## src/rtl/oled_frame_scheduler.sv

```systemverilog
// oled_frame_scheduler
//   Shares the 96x64 OLED pixel stream between three pixel sources
//   (0 = splash, 1 = text scroller, 2 = status overlay). Ownership is
//   re-arbitrated only at frame boundaries. The policy is round-robin with a
//   per-owner frame quota. The owner's RGB565 pixel is muxed onto the display
//   driver input, with a transparent colour key replaced by the background.
//
// Ports
//   clk          OLED clock, single domain
//   reset        asynchronous, active-low
//   frame_begin  one-cycle frame-start strobe from the display driver
//   req[2:0]     level requests, bit n = source n
//   src_pixels   source n pixel on [16n+15:16n]
//   bg_color     colour used when idle or when the owner pixel is transparent
//   grant[2:0]   one-hot owner, 000 when idle
//   frame_tick   one-cycle pulse the cycle after each frame_begin
//   scroll_step  one-cycle pulse every SCROLL_DIV frames, coincident with frame_tick
//   hold_count   frames held by the current owner, saturating at 255
//   pixel_data   registered pixel to the display driver
module oled_frame_scheduler #(
    parameter int          MAX_FRAMES  = 16,
    parameter int          SCROLL_DIV  = 4,
    parameter logic [15:0] TRANSPARENT = 16'hF81F
) (
    input  logic        clk,
    input  logic        reset,
    input  logic        frame_begin,
    input  logic [2:0]  req,
    input  logic [47:0] src_pixels,
    input  logic [15:0] bg_color,
    output logic [2:0]  grant,
    output logic        frame_tick,
    output logic        scroll_step,
    output logic [7:0]  hold_count,
    output logic [15:0] pixel_data
);

    typedef enum logic {IDLE, OWNED} state_t;

    localparam logic [7:0] QUOTA_LAST = 8'(MAX_FRAMES - 1);
    localparam logic [7:0] DIV_LAST   = 8'(SCROLL_DIV - 1);

    state_t      state;
    logic [1:0]  cur;        // index of the current owner (valid in OWNED)
    logic [1:0]  last;       // round-robin pointer: most recent owner
    logic [7:0]  frame_cnt;

    logic [2:0]  others;
    logic        keep;
    logic        found;
    logic [1:0]  pick;
    logic [1:0]  idx;
    logic [15:0] owner_pix;

    // Index (base + k) mod 3 for the round-robin scan.
    function automatic logic [1:0] rr_index(input logic [1:0] base, input int k);
        int s;
        s = int'(base) + k;
        return 2'(s % 3);
    endfunction

    function automatic logic [2:0] onehot(input logic [1:0] i);
        logic [2:0] v;
        v = 3'b000;
        v[i] = 1'b1;
        return v;
    endfunction

    function automatic logic [7:0] sat_inc(input logic [7:0] v);
        return (v == 8'hFF) ? v : v + 8'd1;
    endfunction

    // Arbitration decision, consumed only when frame_begin is high.
    always_comb begin
        others = req & ~grant;
        keep   = (state == OWNED) && req[cur] &&
                 ((hold_count < QUOTA_LAST) || (others == 3'b000));
        found  = 1'b0;
        pick   = last;
        idx    = 2'd0;
        for (int k = 1; k <= 3; k++) begin
            idx = rr_index(last, k);
            if (!found && req[idx]) begin
                found = 1'b1;
                pick  = idx;
            end
        end
    end

    always_comb begin
        case (cur)
            2'd0:    owner_pix = src_pixels[15:0];
            2'd1:    owner_pix = src_pixels[31:16];
            default: owner_pix = src_pixels[47:32];
        endcase
    end

    always_ff @(posedge clk or negedge reset) begin
        if (!reset) begin
            state       <= IDLE;
            cur         <= 2'd0;
            last        <= 2'd2;
            grant       <= 3'b000;
            hold_count  <= 8'd0;
            frame_cnt   <= 8'd0;
            frame_tick  <= 1'b0;
            scroll_step <= 1'b0;
            pixel_data  <= 16'h0000;
        end else begin
            frame_tick  <= frame_begin;
            scroll_step <= frame_begin && (frame_cnt == DIV_LAST);

            if (frame_begin) begin
                frame_cnt <= (frame_cnt == DIV_LAST) ? 8'd0 : frame_cnt + 8'd1;

                if (keep) begin
                    hold_count <= sat_inc(hold_count);
                end else if (found) begin
                    state      <= OWNED;
                    cur        <= pick;
                    last       <= pick;
                    grant      <= onehot(pick);
                    hold_count <= 8'd0;
                end else begin
                    // Nobody requesting: release, keep the round-robin pointer.
                    state      <= IDLE;
                    grant      <= 3'b000;
                    hold_count <= 8'd0;
                end
            end

            // Output pixel stage: follows the registered grant by one cycle.
            if ((state == IDLE) || (owner_pix == TRANSPARENT))
                pixel_data <= bg_color;
            else
                pixel_data <= owner_pix;
        end
    end

endmodule

```

## config.mk

```make
export PLATFORM = sky130hd
export DESIGN_NAME = oled_frame_scheduler
export DESIGN_NICKNAME = d
export VERILOG_FILES = /design/src/rtl/oled_frame_scheduler.sv
export SDC_FILE = /design/constraint.sdc
export NUM_CORES = 1
export LEC_CHECK = 0
export ABC_AREA = 1
export ABC_CLOCK_PERIOD_IN_PS = 2400
export CAP_MARGIN = 10
export CORE_MARGIN = 1.5
export CORE_UTILIZATION = 40
export CTS_CLUSTER_SIZE = 24
export DETAILED_ROUTE_END_ITERATION = 6
export GPL_TIMING_DRIVEN = 0
export PLACE_DENSITY = 0.72
export SLEW_MARGIN = 30
export SYNTH_ARGS = -nofsm -noshare
export SYNTH_HDL_FRONTEND = slang
export SYNTH_SLANG_ARGS = --single-unit
```

## constraint.sdc

```tcl
create_clock -name clk -period 2.4 [get_ports clk]
set_input_delay 0.36 -clock clk [delete_from_list [all_inputs] [get_ports clk]]
set_output_delay 0.36 -clock clk [all_outputs]
set_load 0.01 [all_outputs]
```

**Yosys cells after proc, flatten, opt, wreduce, memory -nomap -nowiden**

Cells that the tools add are included.

- Input port bits: 70
- Flip-flop bits (word level): 42
- Word-level logic and storage cells: 71

- Divide/modulo/power cells: 3
- Equal/unequal tests: 5
- Add/sub/neg operators: 5
- $lt $le $gt $ge: 7
- Mux-type cells: 23
- Reductions and logical operators: 15
- Bitwise logic cells: 4

Operator list:

| kind | count |
|---|---|
| $mod 32x3->32 const B | 3 |
| $pmux 16 s2 | 1 |
| $mux 8 | 3 |
| $add 8x1->8 const B | 2 |
| $eq 16x16->1 const B | 1 |
| $mux 16 | 1 |
| $lt 2x3->1 const B | 5 |
| $mux 1 | 9 |
| $bmux 1 s2 | 4 |
| $eq 8x2->1 const B | 1 |
| $eq 8x8->1 const B | 1 |
| $lt 8x4->1 const B | 1 |
| $add 2x2->3 const B | 2 |
| $logic_and 1x1->1 | 6 |
| $mux 2 | 3 |
| $reduce_and 2->1 | 2 |
| $add 2x1->3 const B | 1 |
| $and 3x3->3 | 1 |
| $logic_not 3->1 | 1 |
| $mux 3 | 1 |
| $not 3->3 | 1 |
| $reduce_and 3->1 | 1 |
| $demux 1 s2 | 1 |
| $eq 2x1->1 const B | 1 |
| other kinds (6) | 9 |

**Longest topological paths before layout**

- Depth after elaboration: 16
- Gate-level depth with buffers: 14
- Gate-level depth less buffers: 12

**Worst setup path after synthesis**

OpenSTA, ideal clock, no wires.

- Path type: register to register
- From: register cur[0]
- To: register cur[0]
- Buffers on the path: 1
- Data required time: 2256 ps
- Path slack: 357 ps
- Clock period less this slack: 2043 ps
- Cell stages (with the launch flop): 9
- Arrival: 1899 ps
- Cell sequence: dfrtp_1 -> buf_2 -> inv_2 -> ha_1 -> nor2_1 -> o21ai_0 -> nand2_1 -> o211ai_1 -> o21ai_0

- Cells in the longest elaborated chain, start to end: 6

RTL lines:

| element | line | source |
|---|---|---|
| start, declared | 44 | `logic [1:0] cur;` |
| start signal, assigned | 120 | `cur <= pick;` |
| $bmux 1 s2 | 76 | `keep = (state == OWNED) && req[cur] &&` |
| $mux 1 (not written as such) | 76 |  |
| $logic_and 1x1->1 (2 in series) | 76 |  |
| $not 1->1 (no source line) | n/a |  |
| $reduce_and 3->1 (no source line) | n/a |  |

Every way passes these cells. The select of a mux whose other input is x is not followed.
A chain may end at the register's enable or synchronous reset.

**Worst setup path in the final report**

- From: register cur[0]
- To: register grant[2]

- Cells in the longest elaborated chain, start to end: 6

RTL lines:

| element | line | source |
|---|---|---|
| $bmux 1 s2 | 76 |  |
| $mux 1 (not written as such) | 76 |  |
| $logic_and 1x1->1 (2 in series) | 76 |  |
| $not 1->1 (no source line) | n/a |  |
| $reduce_and 2->1 (no source line) | n/a |  |
| end signal, assigned | 122 | `grant <= onehot(pick);` |
| end, declared | 31 | `output logic [2:0] grant,` |

Every way passes these cells. The select of a mux whose other input is x is not followed.

==> Implementation_results.wiki <==
{| class="wikitable"
! Metric !! Value
|-
| Total leakage power || 0.00189 uW
|-
| First-pass GRT wire length || 11,200 um
|-
| Number of DRC markers after the initial detailed-route iteration || 82
|-
| Antenna-violating nets left || 0
|-
| DIE HEIGHT || 82.8 um
|-
| Worst Slack Setup Final || 0.223 ns
|-
| Max-slew headroom || 67.2%
|-
| Category of the worst setup path launch point || flip-flop
|-
| Post-route cell area || 0.00377 mm2
|-
| Critical Path Fanout Max || 9
|-
| Met1 track demand over resource in global routing || 27.4%
|-
| Clock-pin transition on the worst setup and hold timing paths || 0.08 ns
|-
| Max-slew violation count || 0
|-
| Count of flip-flops with a built-in enable after synthesis || 0
|-
| Total global routing overflow || 0
|-
| Synth Register Bits || 41
|-
| Number of primary I/O pins || 99
|-
| Routed wire length per instance || 12.1 um
|-
| Drt drc || 0
|-
| Post-Route Skew || 0.0102 ns
|-
| Bufs on Longest Clock Path || 2
|-
| Number of instances in the synthesized netlist || 377
|-
| GP Congestion || 0.856
|-
| Starting Density || 42.3%
|-
| Horizontal die dimension || 82.8 um
|-
| Fill cell count || 545
|-
| Count of input and output buffers || 98
|-
| Cell row count || 28
|-
| Primary flip-flop cell chosen by synthesis mapping || sky130_fd_sc_hd__dfrtp_1
|-
| Ant diodes || 0
|-
| Placed Cells || 551
|-
| Core footprint || 0.00603 mm2
|-
| Fraction of registers with async set or reset after synthesis || 100%
|-
| Total via count after detailed routing || 2,738
|-
| Total clock sinks || 41
|-
| Max VDD drop || 0.558 mV
|-
| Maxcap violations || 0
|-
| Most congested layer reported by global routing || met2
|-
| Clk Latency, worst-skew pair || 0.29 ns
|-
| Total power density per cell area || 1020 mW/mm2
|-
| Pre-CTS worst setup slack || -0.0980 ns
|-
| Sequential fraction of the synthesis area || 40.3%
|-
| Signed area change from the synthesized netlist to the final layout || 48.1%
|-
| Count of warnings emitted by yosys || 0
|-
| Inserted Clock Buffers || 5
|-
| Required @ worst endpoint || 2.58 ns
|-
| Met3 layer usage reported by global route || 4.81%
|-
| Die area || 0.00685 mm2
|-
| Final worst path period share || 90.7%
|-
| Number of nets in the layout || 559
|-
| Slew at the pin closest to its max-slew limit || 0.492 ns
|-
| Fmax || 459 MHz
|-
| Fraction of final layout cells with drive strength greater than 1 || 5.97%
|-
| Total cell area at the placement stage || 0.00364 mm2
|-
| Setup repair after global routing missed its margin || false
|-
| Hold Fails Final Rpt || 0
|-
| Average instance area after synthesis || 6.75 um2
|-
| Crit path kind || flip-flop to flip-flop
|-
| Avg Vias per Cell || 4.88
|-
| Cell area after synthesis || 0.00255 mm2
|-
| Post-detailed-routing wire length || 6780 um
|-
| Count of non-filler cells in the finished layout || 561
|-
| Total number of H-tree levels || 2
|-
| Number of setup violations in the final report || 0
|-
| Result of the run || completed
|-
| Number of different library cells in the post-synthesis netlist || 28
|-
| Hpwl dp || 5560 um
|-
| Post-synthesis net count || 451
|-
| Total track usage || 21.6%
|-
| Antenna violations before repair || 0
|-
| Maximum number of pins on one net before global-route repair || 30
|-
| Router iterations before antenna repair || 4
|-
| Path type of the worst min-delay path || flip-flop to flip-flop
|-
| Grt met2 use || 36.7%
|-
| Number of global-route vias before repair || 2,574
|-
| CP Capture Type || flip-flop
|-
| Worst path arrival time || 2.36 ns
|-
| CTS tree || built
|-
| CTS root buf || sky130_fd_sc_hd__clkbuf_8
|-
| Time the final worst path needs with I/O delays and setup || 2.18 ns
|}
==> what timing repair did <==
item                       CTS  global route
setup endpoints to repair    6             6
pin swaps                    1             0
buffers inserted             1             0
gates resized for setup      0             1
hold endpoints to repair    12             0
hold buffers                 1             0
==> area by class of cell <==
cell class                 count  area, um2  share of cell area (%)
clock inverter                 1       30.0                   0.797
sequential                    41       1030                    27.2
buffer                        10       65.1                    1.73
inverter                      55        206                    5.48
timing repair buffer         101       1010                    26.9
tap                           75       93.8                    2.49
multi-input combinational    271       1250                    33.1
clock buffer                   7       86.3                    2.29
==> metrics by stage <==
step / hold WS [ns] / utilization [%] / TNS [ns] / total power [uW]
after floorplan: 0.0644 / - / 0 / 2430
after global placement: 0.458 / 60.1 / -1.34 / 3220
after CTS: 0.483 / 62.6 / 0 / 3870
after global routing: 0.514 / 62.6 / 0 / 4200
after detailed placement: 0.280 / 60.3 / -0.383 / 3290
final: 0.476 / 62.6 / 0 / 3850
==> cells in the mapped netlist, types with 3 or more instances <==
| library cell | instances | area share, % |
|---|---|---|
| sky130_fd_sc_hd__nand3b_1 | 5 | 1.5 |
| sky130_fd_sc_hd__nor3_1 | 3 | 0.59 |
| sky130_fd_sc_hd__a21oi_1 | 8 | 1.6 |
| sky130_fd_sc_hd__xor2_1 | 5 | 1.7 |
| sky130_fd_sc_hd__nand4_1 | 3 | 0.74 |
| sky130_fd_sc_hd__nor2_2 | 4 | 0.98 |
| sky130_fd_sc_hd__nand3_1 | 48 | 9.4 |
| sky130_fd_sc_hd__inv_1 | 53 | 7.8 |
| sky130_fd_sc_hd__ha_1 | 4 | 2.0 |
| sky130_fd_sc_hd__buf_2 | 4 | 0.79 |
| sky130_fd_sc_hd__nor2_1 | 42 | 6.2 |
| sky130_fd_sc_hd__nand2_1 | 125 | 18 |
| sky130_fd_sc_hd__o21ai_0 | 13 | 2.6 |
| sky130_fd_sc_hd__dfrtp_1 | 40 | 39 |
==> where the power goes <==
group          internal, uW  switching [uW]
clock network           339             230
registers               966             158
logic                   949            1200
==> worst paths after layout <==
kind | from | end | slack [ns] | cells after the start
max | cur[0]$_DFFE_PN0P_ | grant[2]$_DFFE_PN0P_ | 0.22 | 11
min | frame_cnt[7]$_DFFE_PN0P_ | frame_cnt[7]$_DFFE_PN0P_ | 0.48 | 1
max reg2reg | cur[0]$_DFFE_PN0P_ | grant[2]$_DFFE_PN0P_ | 0.22 | 11
min reg2reg | frame_cnt[7]$_DFFE_PN0P_ | frame_cnt[7]$_DFFE_PN0P_ | 0.48 | 1
max in group asynchronous | reset | last[1]$_DFFE_PN1P_ | 1.39 | 3
min in group asynchronous | reset | grant[0]$_DFFE_PN0P_ | 0.49 | 2
==> sequential cells by signal (all words and copies together), names as in the netlist <==
name,cells
last,1
state,1
scroll_step,1
frame_tick,1
grant,3
pixel_data,16
frame_cnt,8
hold_count,8
cur,2
==> cells by family (layout without fill, tap and decap cells) <==
logic type	count (synthesis)	count (layout)	share of synthesized area (%)
compound gates	25	25	5.11
simple gates	236	236	39.8
buf+inv	65	174	10.7
xor+xnor	5	5	1.72
mux	1	1	0.442
flops	41	41	40.3
fa+ha+maj	4	4	1.97
==> worst max-delay path, cell delays in order, from the launching register on <==
cell	delay [ns]
sky130_fd_sc_hd__dfrtp_1	0.36
sky130_fd_sc_hd__buf_2	0.22
sky130_fd_sc_hd__inv_2	0.08
sky130_fd_sc_hd__ha_1	0.39
sky130_fd_sc_hd__inv_1	0.10
sky130_fd_sc_hd__nand2_1	0.06
sky130_fd_sc_hd__nand3_1	0.07
sky130_fd_sc_hd__o21ai_1	0.19
sky130_fd_sc_hd__nand2_1	0.12
sky130_fd_sc_hd__o211ai_1	0.19
sky130_fd_sc_hd__buf_4	0.18
sky130_fd_sc_hd__o21ai_0	0.10
==> layout by cell type (no fill, tap or decap), drive strengths merged <==
cell           instances
nand2                127
mux2                   1
dlygate4sd3            1
a31oi                  2
and2                   1
nor2                  46
bufinv                 1
nor4                   1
nor3b                  1
ha                     4
buf                   13
o211ai                 1
a21oi                  8
nand3b                 5
or2                    1
nand4                  3
o21ai                 14
clkdlybuf4s50         97
dfrtp                 40
inv                   55
clkbuf                 7
nand3                 48
nor3                   3
dfstp                  1
xor2                   5
==> metal layers <==
| layer | routed length [um] | vias up |
|---|---|---|
| met5 | 0 | - |
| met4 | 91 | 0 |
| met3 | 431 | 9 |
| met2 | 3240 | 101 |
| met1 | 3010 | 1239 |
| li1 | - | 1389 |
(Power assumes the default switching activity.)
